## src/rtl/jogador_automatico.sv

```systemverilog
// Automatic player: drives timed plays into the game circuit from its expected-play output.
// Outputs decoded from state/registers only; optional macro JOGADOR_INJETA_ERRO_EN adds deliberate wrong play.
// No backpressure: the game circuit is observed through acertou/errou/pronto flags.
module jogador_automatico #(
    parameter int HOLD_CYCLES  = 10,
    parameter int GAP_CYCLES   = 10,
    parameter int START_CYCLES = 5,
    parameter int N_JOGADAS    = 16
) (
    input  logic       clock,
    input  logic       reset,
    input  logic       comecar,
    input  logic [3:0] memoria,
    input  logic       acertou,
    input  logic       errou,
    input  logic       pronto,
`ifdef JOGADOR_INJETA_ERRO_EN
    input  logic [4:0] erro_rodada,
`endif
    output logic       iniciar,
    output logic [3:0] chaves,
    output logic       ocupado,
    output logic       fim_ok,
    output logic       fim_erro,
    output logic [4:0] jogadas_feitas,
    output logic [3:0] db_estado
);

    localparam int MAX_HG = (HOLD_CYCLES > GAP_CYCLES) ? HOLD_CYCLES : GAP_CYCLES;
    localparam int MAX_C  = (MAX_HG > START_CYCLES) ? MAX_HG : START_CYCLES;
    localparam int CW     = $clog2(MAX_C + 1);

    typedef enum logic [3:0] {
        INICIAL       = 4'd0,
        PULSO_INICIAR = 4'd1,
        ESPERA        = 4'd2,
        APLICA        = 4'd3,
        INTERVALO     = 4'd4,
        VERIFICA      = 4'd5,
        FIM_OK        = 4'd6,
        FIM_ERRO      = 4'd7,
        ERRO_ENTRADA  = 4'd8
    } estado_t;

    estado_t       estado, prox;
    logic [CW-1:0] cnt;
    logic [3:0]    mem_q;
    logic [4:0]    jog_q;
    logic          mem_onehot;
    logic [3:0]    jogada;

    assign mem_onehot = (mem_q != 4'b0000) && ((mem_q & (mem_q - 4'd1)) == 4'b0000);

`ifdef JOGADOR_INJETA_ERRO_EN
    logic inj_q;
    assign jogada = inj_q ? {mem_q[2:0], mem_q[3]} : mem_q;
`else
    assign jogada = mem_q;
`endif

    always_comb begin
        prox = estado;
        case (estado)
            INICIAL:       if (comecar) prox = PULSO_INICIAR;
            PULSO_INICIAR: if (cnt == CW'(START_CYCLES - 1)) prox = ESPERA;
            ESPERA:        if (cnt == CW'(GAP_CYCLES - 1)) prox = APLICA;
            APLICA: begin
                if (!mem_onehot)                        prox = ERRO_ENTRADA;
                else if (cnt == CW'(HOLD_CYCLES - 1))   prox = INTERVALO;
            end
            INTERVALO:     if (cnt == CW'(GAP_CYCLES - 1)) prox = VERIFICA;
            VERIFICA: begin
                if (pronto && errou)                    prox = FIM_ERRO;
                else if (pronto && acertou)             prox = FIM_OK;
                else if (jog_q == 5'(N_JOGADAS))        prox = FIM_ERRO;
                else                                    prox = APLICA;
            end
            FIM_OK, FIM_ERRO, ERRO_ENTRADA: if (comecar) prox = PULSO_INICIAR;
            default:       prox = INICIAL;
        endcase
        // A reported error aborts the game from any active play phase
        if (errou && (estado inside {ESPERA, APLICA, INTERVALO, VERIFICA}))
            prox = FIM_ERRO;
    end

    always_ff @(posedge clock or negedge reset) begin
        if (!reset) begin
            estado <= INICIAL;
            cnt    <= '0;
            mem_q  <= 4'b0000;
            jog_q  <= 5'd0;
`ifdef JOGADOR_INJETA_ERRO_EN
            inj_q  <= 1'b0;
`endif
        end else begin
            estado <= prox;
            if (prox != estado)
                cnt <= '0;
            else if (cnt != CW'(MAX_C))
                cnt <= cnt + 1'b1;

            // The play is captured once per APLICA entry and held for the whole phase
            if (prox == APLICA && estado != APLICA) begin
                mem_q <= memoria;
`ifdef JOGADOR_INJETA_ERRO_EN
                inj_q <= (erro_rodada == jog_q);
`endif
            end

            if (prox == PULSO_INICIAR && estado != PULSO_INICIAR)
                jog_q <= 5'd0;
            else if (prox == INTERVALO && estado == APLICA && jog_q != 5'(N_JOGADAS))
                jog_q <= jog_q + 5'd1;
        end
    end

    assign iniciar        = (estado == PULSO_INICIAR);
    assign chaves         = (estado == APLICA) ? jogada : 4'b0000;
    assign ocupado        = !(estado inside {INICIAL, FIM_OK, FIM_ERRO, ERRO_ENTRADA});
    assign fim_ok         = (estado == FIM_OK);
    assign fim_erro       = (estado == FIM_ERRO) || (estado == ERRO_ENTRADA);
    assign jogadas_feitas = jog_q;
    assign db_estado      = estado;

endmodule

```

## config.mk

```make
export PLATFORM = sky130hd
export DESIGN_NAME = jogador_automatico
export DESIGN_NICKNAME = d
export VERILOG_FILES = /design/src/rtl/jogador_automatico.sv
export SDC_FILE = /design/constraint.sdc
export NUM_CORES = 1
export LEC_CHECK = 0
export ABC_AREA = 0
export CORE_ASPECT_RATIO = 1.1
export CORE_UTILIZATION = 46
export DETAILED_ROUTE_END_ITERATION = 10
export PLACE_DENSITY = 0.77
export SLEW_MARGIN = 20
export SYNTH_ARGS = -nofsm -noshare
export SYNTH_HDL_FRONTEND = slang
export SYNTH_SLANG_ARGS = --single-unit
```

## constraint.sdc

```tcl
create_clock -name clock -period 2.1 [get_ports clock]
set_input_delay 0.21 -clock clock [delete_from_list [all_inputs] [get_ports clock]]
set_output_delay 0.21 -clock clock [all_outputs]
set_load 0.02 [all_outputs]
```

* After elaboration in Yosys (flattened, before gate mapping)
Index checks and enable logic that the tools add are counted.
** Storage, ports and cells
- Register bits after elaboration :: 17
- Input port bits :: 10
- Output and inout port bits :: 17
- Word-level logic and storage cells :: 61
** Operators by class
- Add/sub/neg operators :: 3
- Equal/unequal tests :: 19
- Mux-type cells :: 16
- Bitwise operators :: 1
- Reduce and logical (&&, ||, !) cells :: 18
** Operator list (number)
- $mux 4 :: 10
- $eq 4x3->1 const B :: 6
- $pmux 4 s6 :: 1
- $eq 4x2->1 const B :: 3
- $reduce_bool 4->1 :: 3
- $mux 5 :: 2
- $mux 3 :: 3
- $eq 4x1->1 const B :: 2
- $eq 4x4->1 const B :: 2
- $logic_and 1x1->1 :: 8
- $logic_not 4->1 :: 2
- $add 5x1->5 const B :: 1
- $eq 5x5->1 const B :: 1
- $ne 5x5->1 const B :: 1
- $add 4x1->4 const B :: 1
- $and 4x4->4 :: 1
- $ne 4x1->1 const B :: 1
- $ne 4x2->1 const B :: 1
- $ne 4x4->1 :: 1
- $ne 4x4->1 const B :: 1
- $reduce_bool 2->1 :: 2
- $reduce_or 4->1 :: 1
- $sub 4x1->4 const B :: 1
- $logic_not 1->1 :: 1
- $logic_or 1x1->1 :: 1

* Logic depth before layout (Yosys ltp)
- Depth after elaboration :: 12
- Depth in mapped cells :: 8
- Depth with buffers taken out :: 8

* Worst setup path after synthesis
Ideal clock, no wire load.
- Path type :: reg-to-reg
- From :: register jog_q[0], in the netlist jogadas_feitas[0]
- To :: register mem_q[0], in the netlist jogada[0]
- Arrival :: 2.070 ns
- Path slack :: -0.095 ns
- Stages on the path, launching flop included :: 9
- Clock period less this slack :: 2.195 ns
- Cells stage by stage :: dfrtp_1 -> inv_1 -> ha_1 -> nand4bb_1 -> a41oi_1 -> o21bai_1 -> nand2_1 -> nor4_4 -> mux2_2
** On the way
- Word-level cells in the longest chain between the ends :: 8
** RTL lines
- from (decl) :: line 48 : logic [4:0] jog_q;
- from (signal assigned) :: line 113 : jog_q <= jog_q + 5'd1;
- $eq 5x5->1 :: line 75 : else if (jog_q == 5'(N_JOGADAS)) prox = FIM_ERRO;
- $mux 3 :: line 75
- $mux 3 :: line 74 : else if (pronto && acertou) prox = FIM_OK;
- $mux 3 :: line 73 : if (pronto && errou) prox = FIM_ERRO;
- $pmux 4 s6 :: line 63 : case (estado)
- $mux 4 :: line 82 : if (errou && (estado inside {ESPERA, APLICA, INTERVALO, VERIFICA}))
- via prox[2] :: line 45 : estado_t estado, prox;
- $eq 4x2->1 :: line 103 : if (prox == APLICA && estado != APLICA) begin
- $logic_and 1x1->1 :: line 103
- to (signal assigned) :: line 104 : mem_q <= memoria;
- to (decl) :: line 47 : logic [3:0] mem_q;
The timed path passes the listed nets, and every way through them passes these cells.
A chain may end at the register's enable or synchronous reset.

* Final worst setup path
- From :: register mem_q[0], in the netlist jogada[0]
- To :: register mem_q[2], in the netlist jogada[2]
** On the way
- Word-level cells in the longest chain between the ends :: 9
- Elaborated cells on any way between the ends :: 10
** RTL lines
- $sub 4x1->4 :: line 52 : assign mem_onehot = (mem_q != 4'b0000) && ((mem_q & (mem_q - 4'd1)) == 4'b0000);
- $and 4x4->4 :: line 52
- $logic_not 4->1 :: line 52
- $logic_and 1x1->1 (*) :: line 52
- $mux 4 (*) :: line 68 : if (!mem_onehot) prox = ERRO_ENTRADA;
- $pmux 4 s6 (*) :: line 63
- $mux 4 (*) :: line 82
- $eq 4x2->1 (*) :: line 103
- $logic_and 1x1->1 (*) :: line 103
Mark *: on every way between the ends. The rest lies on a longest branch, timed or not.

==> metrics.txt <==
# TYPE chip_impl_metric gauge
chip_impl_info{name="outcome",value="complete, but fails checks"} 1
chip_impl_info{name="violated_checks",value="negative setup slack"} 1
chip_impl_metric{name="num_io_pins",unit=""} 27
chip_impl_metric{name="core-area",unit="mm^2"} 0.00259
chip_impl_metric{name="power_report.internal_total",unit="mW"} 1.83
chip_impl_metric{name="wl",unit="um"} 4290
chip_impl_metric{name="setup_viol",unit=""} 13
chip_impl_metric{name="max_freq",unit="MHz"} 449
chip_impl_metric{name="slew_headroom",unit=""} 0.524
chip_impl_metric{name="finalWorstSetupSlack",unit="ps"} -127
chip_impl_metric{name="synth.yosys.warnings",unit=""} 0
chip_impl_metric{name="synthesized_instance_count",unit=""} 138
chip_impl_info{name="critPathLaunchType",value="flop"} 1
chip_impl_metric{name="start_util",unit=""} 0.507
chip_impl_info{name="crit_type",value="flop to flop"} 1
chip_impl_metric{name="cts.sink_count",unit=""} 17
chip_impl_metric{name="power.switching",unit="mW"} 1.57
chip_impl_metric{name="power.leakage",unit="nW"} 0.941
chip_impl_info{name="ys_dominant_reg_cell",value="sky130_fd_sc_hd__dfrtp_1"} 1
chip_impl_metric{name="fin_nets",unit=""} 221
chip_impl_metric{name="drive_above_1_share",unit=""} 0.461
chip_impl_info{name="cts_root_buf",value="sky130_fd_sc_hd__clkbuf_4"} 1
chip_impl_metric{name="synth_seq_cells",unit=""} 17
chip_impl_metric{name="grtUsageTotal",unit=""} 0.269
chip_impl_metric{name="worst_ep_required_time",unit="ps"} 2270
chip_impl_metric{name="post-route-drc-count",unit=""} 0
chip_impl_metric{name="global_route_wire_length_before_repair",unit="um"} 6120
chip_impl_metric{name="layout.core_utilization",unit=""} 0.820
chip_impl_metric{name="synth-async-reset-ratio",unit=""} 1.00
chip_impl_metric{name="clock-skew-final",unit="ps"} 11.8
chip_impl_info{name="critPathCaptureType",value="flop"} 1
chip_impl_metric{name="timing.critical_path.fanout_max",unit=""} 4
chip_impl_metric{name="drt_pass1_iterations",unit=""} 4
chip_impl_metric{name="post-route-period-util",unit=""} 1.06
chip_impl_metric{name="power.share.combinational",unit=""} 0.784
chip_impl_info{name="worstHoldPathType",value="input pin to asynchronous set/reset pin"} 1
chip_impl_metric{name="ant_nets",unit=""} 0
chip_impl_metric{name="maximum_root_to_sink_buffer_count",unit=""} 2
chip_impl_metric{name="p_per_area",unit="mW/mm^2"} 1600
chip_impl_metric{name="power_switching_share",unit=""} 0.462
chip_impl_metric{name="syn_area_per_cell",unit="um^2"} 9.51
chip_impl_metric{name="floorplan.die_area",unit="mm^2"} 0.00307
chip_impl_metric{name="clk-insertion-delay-late",unit="ps"} 280
chip_impl_metric{name="number_of_endpoints_with_negative_hold_slack_in_the_final_report",unit=""} 0
chip_impl_metric{name="die_h",unit="um"} 58.0
chip_impl_metric{name="synth.yosys.seq_area_share",unit=""} 0.324
chip_impl_metric{name="die_x",unit="um"} 52.9
chip_impl_metric{name="stdcell_area",unit="mm^2"} 0.00213
chip_impl_metric{name="yosys.cell_types.count",unit=""} 49
chip_impl_metric{name="p_clk_frac",unit=""} 0.051
chip_impl_metric{name="synth_edf_count",unit=""} 0
chip_impl_metric{name="timing.max_cap.violations",unit=""} 0
chip_impl_metric{name="maximum_number_of_pins_on_one_net_before_global_route_repair",unit=""} 18
chip_impl_metric{name="clkTransAtPathRegs",unit="ps"} 110
chip_impl_metric{name="detailed_place_hpwl",unit="um"} 2600
chip_impl_metric{name="wire_per_inst",unit="um"} 18.2
chip_impl_metric{name="drt_first_iter_violations",unit=""} 47
chip_impl_metric{name="syn2layout_area_growth",unit="%"} 62.0
chip_impl_metric{name="pre_cts_ws",unit="ps"} -212
chip_impl_metric{name="vdd_ir_drop_max",unit="mV"} 1.37
chip_impl_metric{name="rows",unit=""} 19
chip_impl_metric{name="synthesized_netlist_net_count",unit=""} 154
chip_impl_metric{name="cts_inserted_buffers",unit=""} 3
chip_impl_metric{name="vias_per_cell",unit=""} 5.89
chip_impl_info{name="unrepaired_setup_endpoints_after_global_routing",value="true"} 1
chip_impl_metric{name="antenna_violations_before_repair",unit=""} 0
chip_impl_metric{name="max_slew.worst_pin.slew",unit="ps"} 706
chip_impl_metric{name="vias",unit=""} 1385
chip_impl_metric{name="syn-cell-area",unit="mm^2"} 0.00131
chip_impl_metric{name="finalMaxSlewViolations",unit=""} 0
chip_impl_metric{name="numPortBuffers",unit=""} 26
chip_impl_metric{name="globalplace.congestion",unit=""} 1.01
chip_impl_metric{name="worst_endpoint_data_arrival_time",unit="ps"} 2390
chip_impl_info{name="tritoncts",value="built"} 1
chip_impl_metric{name="grt_pass1_vias",unit=""} 1379
chip_impl_metric{name="cts_htree_levels",unit=""} 1
chip_impl_metric{name="period_needed",unit="ps"} 2230
chip_impl_metric{name="share_seq_of_total_power",unit=""} 0.165
chip_impl_metric{name="dpl-instance-area",unit="mm^2"} 0.00182
chip_impl_metric{name="globalRoute.totalOverflow",unit=""} 0
chip_impl_metric{name="antenna-diode-count",unit=""} 0
## synthesized netlist by cell type (2+ instances only)
cell type                   count  area share
sky130_fd_sc_hd__nand2b_1       3       0.014
sky130_fd_sc_hd__nand2_1        8       0.023
sky130_fd_sc_hd__inv_1          5       0.014
sky130_fd_sc_hd__xor2_1         5       0.033
sky130_fd_sc_hd__dfrtp_1       17        0.32
sky130_fd_sc_hd__nor2_1        12       0.034
sky130_fd_sc_hd__nor3b_2        2       0.019
sky130_fd_sc_hd__mux2_1         2       0.017
sky130_fd_sc_hd__a22o_1         2       0.013
sky130_fd_sc_hd__or3_4          2       0.017
sky130_fd_sc_hd__o2bb2ai_1      2       0.013
sky130_fd_sc_hd__xnor2_1        4       0.027
sky130_fd_sc_hd__and2_1         9       0.043
sky130_fd_sc_hd__mux2i_1        2       0.015
sky130_fd_sc_hd__nand3_1        3       0.011
sky130_fd_sc_hd__or4b_1         2       0.015
sky130_fd_sc_hd__mux2_2         3       0.026
sky130_fd_sc_hd__nand3b_1       3       0.017
sky130_fd_sc_hd__ha_1           6       0.057
sky130_fd_sc_hd__a21oi_1        3       0.011
sky130_fd_sc_hd__nand4bb_1      2       0.017
sky130_fd_sc_hd__buf_2          3       0.011
sky130_fd_sc_hd__nor3_1         8       0.031
sky130_fd_sc_hd__o21ai_0        5       0.019
## critical path: stages (launching register included)
cell and delay (ps):
sky130_fd_sc_hd__dfrtp_1 430, sky130_fd_sc_hd__or4b_4 580, sky130_fd_sc_hd__o311ai_4 120, sky130_fd_sc_hd__a211oi_2 150, sky130_fd_sc_hd__o21a_1 180, sky130_fd_sc_hd__nor4_4 160
sky130_fd_sc_hd__buf_4 200, sky130_fd_sc_hd__mux2_4 300
## final cells by class
class	instances	area, um^2
repair buffers	67	582
well taps	31	38.8
flip-flops and latches	17	430
clock buffers	4	26.3
fillers	141	465
inverters	5	18.8
multi-input cells	111	1030
## path summary, 6_finish.rpt
kind	cells past startpoint	end	slack, ps	startpoint
worst max register to register	7	jogada[2]$_DFFE_PN0P_	-130	jogada[0]$_DFFE_PN0P_
min in group clock	2	jogada[0]$_DFFE_PN0P_	530	memoria[0]
worst min register to register	2	cnt[3]$_DFFE_PN0P_	680	cnt[3]$_DFFE_PN0P_
max in group asynchronous	2	db_estado[1]$_DFF_PN0_	1640	reset
worst min-delay path	2	jogadas_feitas[2]$_DFFE_PN0P_	240	reset
worst max-delay path	7	jogada[2]$_DFFE_PN0P_	-130	jogada[0]$_DFFE_PN0P_
## stage by stage
| step | setup TNS, ps | total power [mW] | cells | hold WS, ps |
|---|---|---|---|---|
| 3_3_place_gp | -438 | 2.46 | 218 | 551 |
| 4_1_cts | -6.26 | 3.10 | 232 | 241 |
| 3_5_place_dp | -1530 | 2.54 | 218 | 560 |
| 6_report | -761 | 3.40 | 235 | 237 |
| 2_1_floorplan | -36.2 | 1.74 | 138 | -85.6 |
| 5_1_grt | -1580 | 3.57 | 235 | 253 |
## layout by cell type, fill, tap and decap left out, drive strengths merged, types with 4 or more instances in the layout
cell,count
xnor2,4
mux2,5
nand2,8
o21ai,6
nor2,12
buf,41
clkdlybuf4s50,18
ha,6
and2,9
inv,5
nor3,8
dfrtp,17
clkbuf,8
xor2,5
## logic make-up (layout without fill, tap and decap cells)
| group | Yosys count | after routing | share of synthesized area |
|---|---|---|---|
| muxes | 7 | 7 | 0.0581 |
| and+or+nand+nor | 63 | 63 | 0.320 |
| xor gates and xnor gates | 9 | 9 | 0.0601 |
| buffers and inverters | 10 | 76 | 0.0315 |
| adders and majority gates | 6 | 6 | 0.0572 |
| AOI/OAI and AO/OA | 26 | 26 | 0.149 |
| DFF | 17 | 17 | 0.324 |
## sequential cells by signal, indices dropped and copies added, names as in the netlist
register and count:
jogadas_feitas 5, db_estado 4, jogada 4, cnt 4
## layer usage
metal | wire (um) | track usage | vias up | part of all wire
li1 | - | - | 631 | -
met3 | 202 | 0.0289 | 13 | 0.047
met4 | 106 | 0.0940 | 0 | 0.025
met5 | 0 | 0 | - | 0
met2 | 2260 | 0.485 | 58 | 0.53
met1 | 1720 | 0.325 | 683 | 0.40
## power by group through the flow
stage | clock network, mW | registers [mW] | logic, mW
after CTS | 0.179 | 0.548 | 2.37
final | 0.173 | 0.561 | 2.67
after floorplan | 0 | 0.604 | 1.14
after global routing | 0.190 | 0.578 | 2.80
after global placement | 0 | 0.543 | 1.92
after detailed placement | 0 | 0.554 | 1.99
## what timing repair did
item | 4_1_cts | 5_1_grt
hold buffers | 0 | 0
pin swaps | 5 | 15
resized for setup | 29 | 30
setup endpoints to repair | 20 | 21
buffers inserted | 10 | 3
Note: power is estimated with default switching activity, not from simulation.
